**config.mk**
```make
export PLATFORM = sky130hd
export DESIGN_NAME = string_edit_ctrl
export DESIGN_NICKNAME = d
export VERILOG_FILES = /design/src/rtl/string_edit_ctrl.sv
export SDC_FILE = /design/constraint.sdc
export NUM_CORES = 1
export LEC_CHECK = 0
export ABC_AREA = 1
export CORE_UTILIZATION = 45
export DETAILED_ROUTE_END_ITERATION = 6
export HOLD_SLACK_MARGIN = 0.12
export PLACE_DENSITY_LB_ADDON = 0.12
export SLEW_MARGIN = 20
export SYNTH_ARGS = -nofsm -noshare
export SYNTH_HDL_FRONTEND = slang
export SYNTH_SLANG_ARGS = --single-unit
```
**constraint.sdc**
```tcl
create_clock -name clk -period 2 [get_ports clk]
set_input_delay 0.4 -clock clk [delete_from_list [all_inputs] [get_ports clk]]
set_output_delay 0.4 -clock clk [all_outputs]
set_load 0.005 [all_outputs]
```
**src/rtl/string_edit_ctrl.sv**
```systemverilog
// string_edit_ctrl: turns a strobed 7-bit character stream into an
// 11-character string buffer with delete, enter and tilde-prefix editing,
// and hands the committed string downstream.
//
// Naming: the character strobe and the buffer output are called new_strobe
// and string_buf because the bare names "new" and "string" are reserved words.
//
// Handshake: out_valid is high for the whole SEND state, and the string and len
// are held stable while it is high. A transfer happens on every rising clock
// edge where out_valid and out_ready are both high. out_valid never drops
// without a transfer, except on reset. out_ready has no effect while out_valid
// is low.
module string_edit_ctrl #(
  parameter int         MAX_CHARS  = 11,
  parameter logic [6:0] DEL_CODE   = 7'b0001000,
  parameter logic [6:0] ENTER_CODE = 7'b0010000,
  parameter logic [6:0] TILDE_CODE = 7'b0111111,
  parameter logic [6:0] N_CODE     = 7'b0111011,
  parameter logic [6:0] ENYE_CODE  = 7'b1011101
) (
  input  logic                             clk,
  input  logic                             btn1,
  input  logic                             new_strobe,
  input  logic [6:0]                       char,
  input  logic                             out_ready,
  output logic [7*MAX_CHARS-1:0]           string_buf,
  output logic [$clog2(MAX_CHARS+1)-1:0]   len,
  output logic                             out_valid,
  output logic                             busy,
  output logic                             tilde_pend,
  output logic                             overflow,
  output logic [1:0]                       dbg_state
);

  localparam int             LW      = $clog2(MAX_CHARS + 1);
  localparam logic [LW-1:0]  LEN_MAX = LW'(MAX_CHARS);

  localparam logic [1:0] IDLE  = 2'd0;
  localparam logic [1:0] TILDE = 2'd1;
  localparam logic [1:0] SEND  = 2'd2;

  // Synchronizer and edge detector for the asynchronous strobe.
  logic s1, s2, s3;
  logic acc;

  logic [1:0]    state_r, state_n;
  logic [LW-1:0] len_r;
  logic [LW-1:0] pop_idx;
  logic [6:0]    slots [MAX_CHARS];

  // Decoded buffer actions for the current cycle.
  logic          do_push;
  logic          do_pop;
  logic          do_clear;
  logic          do_ovf;
  logic [6:0]    push_code;
  logic          has_room;
  logic          not_empty;

  assign acc       = s2 & ~s3;
  assign has_room  = (len_r < LEN_MAX);
  assign not_empty = (len_r != '0);
  assign pop_idx   = len_r - LW'(1);

  // Two-flop synchronizer plus one edge flop; acc fires once per strobe level.
  always_ff @(posedge clk or negedge btn1) begin
    if (!btn1) begin
      s1 <= 1'b0;
      s2 <= 1'b0;
      s3 <= 1'b0;
    end else begin
      s1 <= new_strobe;
      s2 <= s1;
      s3 <= s2;
    end
  end

  // Command decode: choose the buffer action and the next state.
  always_comb begin
    state_n   = state_r;
    do_push   = 1'b0;
    do_pop    = 1'b0;
    do_clear  = 1'b0;
    do_ovf    = 1'b0;
    push_code = char;
    case (state_r)
      IDLE: begin
        if (acc && (char != 7'd0)) begin
          if (char == DEL_CODE) begin
            do_pop = not_empty;
          end else if (char == ENTER_CODE) begin
            if (not_empty) state_n = SEND;
          end else if (char == TILDE_CODE) begin
            state_n = TILDE;
          end else begin
            do_push = has_room;
            do_ovf  = ~has_room;
          end
        end
      end
      TILDE: begin
        if (acc && (char != 7'd0)) begin
          // Any command except a repeated tilde consumes the prefix.
          state_n = IDLE;
          if (char == N_CODE) begin
            push_code = ENYE_CODE;
            do_push   = has_room;
            do_ovf    = ~has_room;
          end else if (char == DEL_CODE) begin
            state_n = IDLE;
          end else if (char == TILDE_CODE) begin
            state_n = TILDE;
          end else if (char == ENTER_CODE) begin
            if (not_empty) state_n = SEND;
          end else begin
            do_push = has_room;
            do_ovf  = ~has_room;
          end
        end
      end
      SEND: begin
        // Strobes are dropped here; only the handshake moves us on.
        if (out_ready) begin
          do_clear = 1'b1;
          state_n  = IDLE;
        end
      end
      default: state_n = IDLE;
    endcase
  end

  // State, length and overflow pulse registers.
  always_ff @(posedge clk or negedge btn1) begin
    if (!btn1) begin
      state_r  <= IDLE;
      len_r    <= '0;
      overflow <= 1'b0;
    end else begin
      state_r  <= state_n;
      overflow <= do_ovf;
      if (do_clear)     len_r <= '0;
      else if (do_push) len_r <= len_r + LW'(1);
      else if (do_pop)  len_r <= pop_idx;
    end
  end

  // Character slots: append at len, clear at len-1, wipe all on handoff.
  always_ff @(posedge clk or negedge btn1) begin
    if (!btn1) begin
      for (int i = 0; i < MAX_CHARS; i++) slots[i] <= 7'd0;
    end else begin
      for (int i = 0; i < MAX_CHARS; i++) begin
        if (do_clear)                           slots[i] <= 7'd0;
        else if (do_push && (len_r == LW'(i)))  slots[i] <= push_code;
        else if (do_pop && (pop_idx == LW'(i))) slots[i] <= 7'd0;
      end
    end
  end

  // Character 0 occupies the most significant 7 bits of the string.
  for (genvar g = 0; g < MAX_CHARS; g++) begin : g_pack
    assign string_buf[7*(MAX_CHARS-g)-1 -: 7] = slots[g];
  end

  assign len        = len_r;
  assign out_valid  = (state_r == SEND);
  assign busy       = (state_r == SEND);
  assign tilde_pend = (state_r == TILDE);
  assign dbg_state  = state_r;

endmodule
```
# Word-level counts from Yosys, hierarchy flattened
# Index checks and enable logic that the tools add are counted.
dict set report classes {
  addsub 2
  n_reduce_logical 41
  bitwise 3
  eq_ne 32
  n_lt_le_gt_ge 1
  muxes 77
}
# cell n
set ops {}
lappend ops {{2-to-1 mux 7 bit} 36}
lappend ops {{nonzero test 3 bit} 12}
lappend ops {{== test 4 x 3 -> 1 bit (second input constant)} 8}
lappend ops {{== test 4 bit (second input constant)} 6}
lappend ops {{2-to-1 mux 2 bit} 12}
lappend ops {{logical AND 1 bit} 23}
lappend ops {{2-to-1 mux 1 bit} 23}
lappend ops {{== test 4 x 2 -> 1 bit (second input constant)} 4}
lappend ops {{== test 7 x 6 -> 1 bit (second input constant)} 2}
lappend ops {{2-to-1 mux 4 bit} 3}
lappend ops {{== test 4 x 1 -> 1 bit (second input constant)} 2}
lappend ops {{logical NOT 4 bit} 2}
lappend ops {{== test 7 x 4 -> 1 bit (second input constant)} 1}
lappend ops {{== test 7 x 5 -> 1 bit (second input constant)} 1}
lappend ops {{nonzero test 7 bit} 1}
lappend ops {{!= test 2 bit (second input constant)} 3}
lappend ops {{!= test 3 bit (second input constant)} 2}
lappend ops {{case mux 2 bit (3 select lines)} 1}
lappend ops {{AND reduction 6 bit} 1}
lappend ops {{adder 4 x 1 -> 4 bit (second input constant)} 1}
lappend ops {{< comparator 4 bit (second input constant)} 1}
lappend ops {{case mux 1 bit (2 select lines)} 2}
lappend ops {{nonzero test 4 bit} 1}
lappend ops {{subtractor 4 x 1 -> 4 bit (second input constant)} 1}
lappend ops {{other kinds (6)} 7}
dict set report totals {
  reg_bits 87
  output_inout_bits 87
  input_bits 11
  elab_cells 173
}

# Longest topological paths before layout
dict set report depth {
  depth_word 10
  mapped_depth 11
  ltp_nobuf 11
}

# Least setup slack after synthesis
# Ideal clock, no wire load.
dict set report synth_timing {
  kind {reg-to-reg}
  from {register len_r[0], in the netlist len[0]}
  to {register slots (netlist bit string_buf[27])}
  setup_time_ns 0.066
  required_time_ns 1.934
  arrival_ns 1.705
  path_slack_ns 0.229
  path_stages_with_launch 12
  period_less_slack_ns 1.771
  n_path_buf 1
  path_cell_list {dfrtp_1 inv_1 ha_1 inv_1 nor2_4 inv_2 nand3_1 nor2_2 buf_6 a21oi_2 nand3_1 nand2_1}
}
dict set report synth_via {
  elab_chain_cells 10
  word_cells_on_any_way 23
  cone_classes {add/sub (1); order compare (1); eq/ne (2); mux (15); reduce/logical (4)}
}
# element line
set synth_lines {}
lappend synth_lines {{start, declared} 47} ;# logic [LW-1:0] len_r;
lappend synth_lines {{start signal, assigned} 142} ;# else if (do_push) len_r <= len_r + LW'(1);
lappend synth_lines {{start signal, assigned} 143} ;# else if (do_pop) len_r <= pop_idx;
lappend synth_lines {{< comparator 4 bit} 61} ;# assign has_room = (len_r < LEN_MAX);
lappend synth_lines {{2-to-1 mux 1 bit} 113} ;# end else if (char == ENTER_CODE) begin
lappend synth_lines {{2-to-1 mux 1 bit} 111} ;# end else if (char == TILDE_CODE) begin
lappend synth_lines {{2-to-1 mux 1 bit} 109} ;# end else if (char == DEL_CODE) begin
lappend synth_lines {{2-to-1 mux 1 bit} 105} ;# if (char == N_CODE) begin
lappend synth_lines {{2-to-1 mux 1 bit} 102} ;# if (acc && (char != 7'd0)) begin
lappend synth_lines {{case mux 1 bit (2 select lines)} 86} ;# case (state_r)
lappend synth_lines {{logical AND 1 bit} 154} ;# else if (do_push && (len_r == LW'(i))) slots[i] <= push_code;
lappend synth_lines {{2-to-1 mux 7 bit} 154}
lappend synth_lines {{2-to-1 mux 7 bit} 153} ;# if (do_clear) slots[i] <= 7'd0;
lappend synth_lines {{end signal, assigned by index} 154}
lappend synth_lines {{end, declared} 49} ;# logic [6:0] slots [MAX_CHARS];
# Parallel ways exist; a longest one is shown, timed or not.
# A chain may end at the register's enable or synchronous reset.

# Final worst setup path
dict set report layout_timing {
  from {register state_r[1], in the netlist dbg_state[1]}
  to {output tilde_pend}
}
dict set report layout_via {
  elab_chain_cells 1
}
# element line
set layout_lines {}
lappend layout_lines {{start, declared} 46} ;# logic [1:0] state_r, state_n;
lappend layout_lines {{start signal, assigned} 139} ;# state_r <= state_n;
lappend layout_lines {{== test 2 x 1 -> 1 bit} 168} ;# assign tilde_pend = (state_r == TILDE);
lappend layout_lines {{end, declared} 30} ;# output logic tilde_pend,
# No other way between the ends.

==> flow_metrics.py <==
metrics = {
    "job": {
        "maxCapViolations": 0,
    },
    "grt": {
        "grt_max_degree": 59,
        "track_usage_pct": 27.1,
        "first_global_vias": 4119,
        "grt_pass1_wl_mm": 21.1,
        "gr-total-overflow": 0,
        "antenna_found_initial": 0,
    },
    "die": {
        "core-area_sq_um": 9280,
        "die_area_sq_um": 10100,
        "ios": 98,
        "die_w_um": 100,
        "initial_core_util_pct": 46.8,
        "die_h_um": 100,
        "rows": 35,
    },
    "routing": {
        "routed_wl_mm": 13.2,
        "ant_nets": 0,
        "drt-met1-wl_mm": 5.92,
        "dr.pass1.iters": 5,
        "route.vias.total": 4306,
        "wl_per_cell_um": 16.3,
        "viasPerCell": 5.34,
        "drt_iter0_drc": 220,
        "route.met3.wl_um": 660,
        "wl_met2_mm": 6.47,
        "top_layer": "met4",
        "drc": 0,
    },
    "setup_path": {
        "cp_cell_sequence": "nor2_1 -> clkdlybuf4s50_1",
        "worstPathRequired_ns": 1.60,
        "critPathLaunchType": "flip-flop",
        "cp_slowest_stage_delay_ns": 0.53,
        "worst-path-buf-inv": 1,
        "endpoint_kind": "output pin",
        "cp_slowest_cell": "clkdlybuf4s50_1",
        "crit_type": "reg2out",
        "critPathMaxFanout": 5,
        "worstPathArrival_ns": 1.54,
        "cp_top_family": "buffers and inverters",
    },
    "logic_synthesis": {
        "yosys.area.top_type": "dfrtp_1",
        "ys_dominant_reg_cell": "dfrtp_1",
        "synth_most_common_cell": "nand3_1",
        "yosysUniqueCellTypes": 30,
        "netlist.area_leader.share_pct": 50.1,
        "ys_seq_area_share_pct": 50.1,
        "syn_nets": 531,
        "synthCells": 514,
        "synth_common_cells": "152 x nand3_1, 131 x nand2_1, 87 x dfrtp_1",
        "ys_ff_latch": 87,
        "async_reset_ff_share_pct": 100,
        "synth_edf_count": 0,
        "syn_area_sq_um": 4350,
        "avgSynthCellArea_sq_um": 8.46,
        "ys_warn_count": 0,
        "synthTopCellsByArea": "dfrtp_1 50%, nand3_1 18%, nand2_1 11%",
    },
    "timing": {
        "setup_ws_ns": 0.0637,
        "slew_headroom_pct": 74.4,
        "slew_viol_final": 0,
        "fin_crit_sh_pct": 96.8,
        "max_freq_mhz": 516,
        "fin_crit_ns": 1.94,
        "tightest_slew_ns": 0.383,
        "fin_skew_ns": 0.0129,
        "fin_tns_setup_ns": 0,
        "hold_viol": 0,
        "setup_viol": 0,
    },
    "clocking": {
        "clock-sinks": 87,
        "clk_pin_slew_worst_paths_ns": 0.10,
        "root_buffer": "clkbuf_8",
        "cts_tree": "done",
        "htree_levels": 3,
        "clk_latency_ns": 0.37,
        "cts_buffers": 9,
        "cts.path.max_buffers": 2,
    },
    "power_and_ir_drop": {
        "seq_power_share_pct": 36.8,
        "comb_power_share_pct": 47.0,
        "switching_share_pct": 35.6,
        "p_int_uw": 5270,
        "p_leak_uw": 0.00307,
        "cellPowerDensity_nw_per_um2": 1310,
        "peakVddDrop_uv": 609,
        "power_frac_clock_pct": 16.2,
        "power_switching_uw": 2910,
    },
    "final_layout": {
        "finalNetCount": 690,
        "final-seq-area_sq_um": 2180,
        "n_antenna_cell": 0,
        "drive_above_1_share_pct": 19.2,
        "area_growth_syn_to_layout_pct": 43.8,
        "fillers": 790,
        "multi_input_area_sq_um": 1960,
    },
    "placement": {
        "place_congestion": 0.861,
        "io_buffers": 97,
        "hpwl_mm": 9.31,
        "pre_cts_slack_ns": -0.300,
    },
    "min_path": {
        "holdCritPathClass": "reg2reg",
    },
    "outcome": {
        "status": "complete, no violations",
    },
}
==> final timing paths <==
path,from,end,cells past startpoint,slack (ns)
max,dbg_state[1],tilde_pend,2,0.06
min,s1,s2,0,0.36
max reg2reg,len[0],string_buf[22],12,0.08
min reg2reg,s1,s2,0,0.36
max in group asynchronous,btn1,dbg_state[0],3,1.08
min in group asynchronous,btn1,string_buf[76],3,0.55
==> power groups by stage <==
stage / Combinational [uW] / Sequential, uW / Clock, uW
after detailed placement: 3710 / 3020 / 0
after floorplan: 1530 / 2990 / 0
after CTS: 3740 / 3000 / 1340
after global routing: 4230 / 3080 / 1400
final: 3850 / 3010 / 1320
after global placement: 3640 / 3000 / 0
==> per-layer routing <==
layer  track usage (%)  vias up
met4              6.13        0
met5                 0        -
met3              4.67       13
met1              37.7     2101
met2              44.4      152
li1                  -     2040
==> worst reg2reg max path, cell delays in order (launching register included) <==
cell,delay (ns)
dfrtp_1,0.40
inv_1,0.08
ha_1,0.26
inv_1,0.13
nor2_4,0.06
inv_2,0.04
nand3_1,0.13
nor2_4,0.16
buf_4,0.20
a21oi_2,0.07
buf_4,0.16
nand3_1,0.07
nand2_1,0.06
==> layout make-up <==
cell class	count	share of cell area, %
clock buffer	11	2.42
sequential	87	34.9
timing repair buffer	167	25.7
clock inverter	5	1.02
multi-input combinational	374	31.3
tap	129	2.58
inverter	34	2.08
==> layout by cell type, fill, tap and decap left out, types with 8 or more instances in the layout <==
cell             synthesis  final
buf_4                    4     61
nand3_1                152    152
nand4_1                 10     10
nor2_1                  35     33
nand4_2                  9      8
dfrtp_1                 87     84
inv_1                   26     26
clkdlybuf4s50_1          0     96
nand2_1                131    131
clkbuf_8                 0     11
==> flip-flops by register name, summed over array words and instances (netlist names) <==
register and cells:
string_buf 77, s1 1, s3 1, overflow 1, dbg_state 2, len 4
s2 1
==> logic make-up after synthesis <==
kind of cell / share of synthesized area [%]
buffers and inverters: 6.53
AOI/OAI and AO/OA: 2.71
DFF: 50.1
adders and majority gates: 1.73
xor gates and xnor gates: 0.605
and+or+nand+nor: 38.3
==> metrics by stage <==
step | area [sq um] | instances | hold slack, ns | utilization [%] | total power (uW)
after CTS | 6110 | 800 | 0.364 | 65.8 | 8070
after global placement | 5880 | 783 | 0.339 | 63.4 | 6640
after global routing | 6250 | 807 | 0.377 | 67.3 | 8720
final | 6250 | 807 | 0.360 | 67.3 | 8180
after floorplan | 4350 | 514 | 0.104 | - | 4510
after detailed placement | 5880 | 783 | 0.344 | 63.4 | 6730
==> repair_timing <==
action / in CTS / in global routing
hold buffers: 1 / 0
hold endpoints to repair: 87 / 0
pin swaps: 0 / 1
setup endpoints to repair: 2 / 58
setup buffers: 0 / 5
cloned: 0 / 2
resized for setup: 2 / 13
Note: power is estimated with default switching activity, not from simulation.
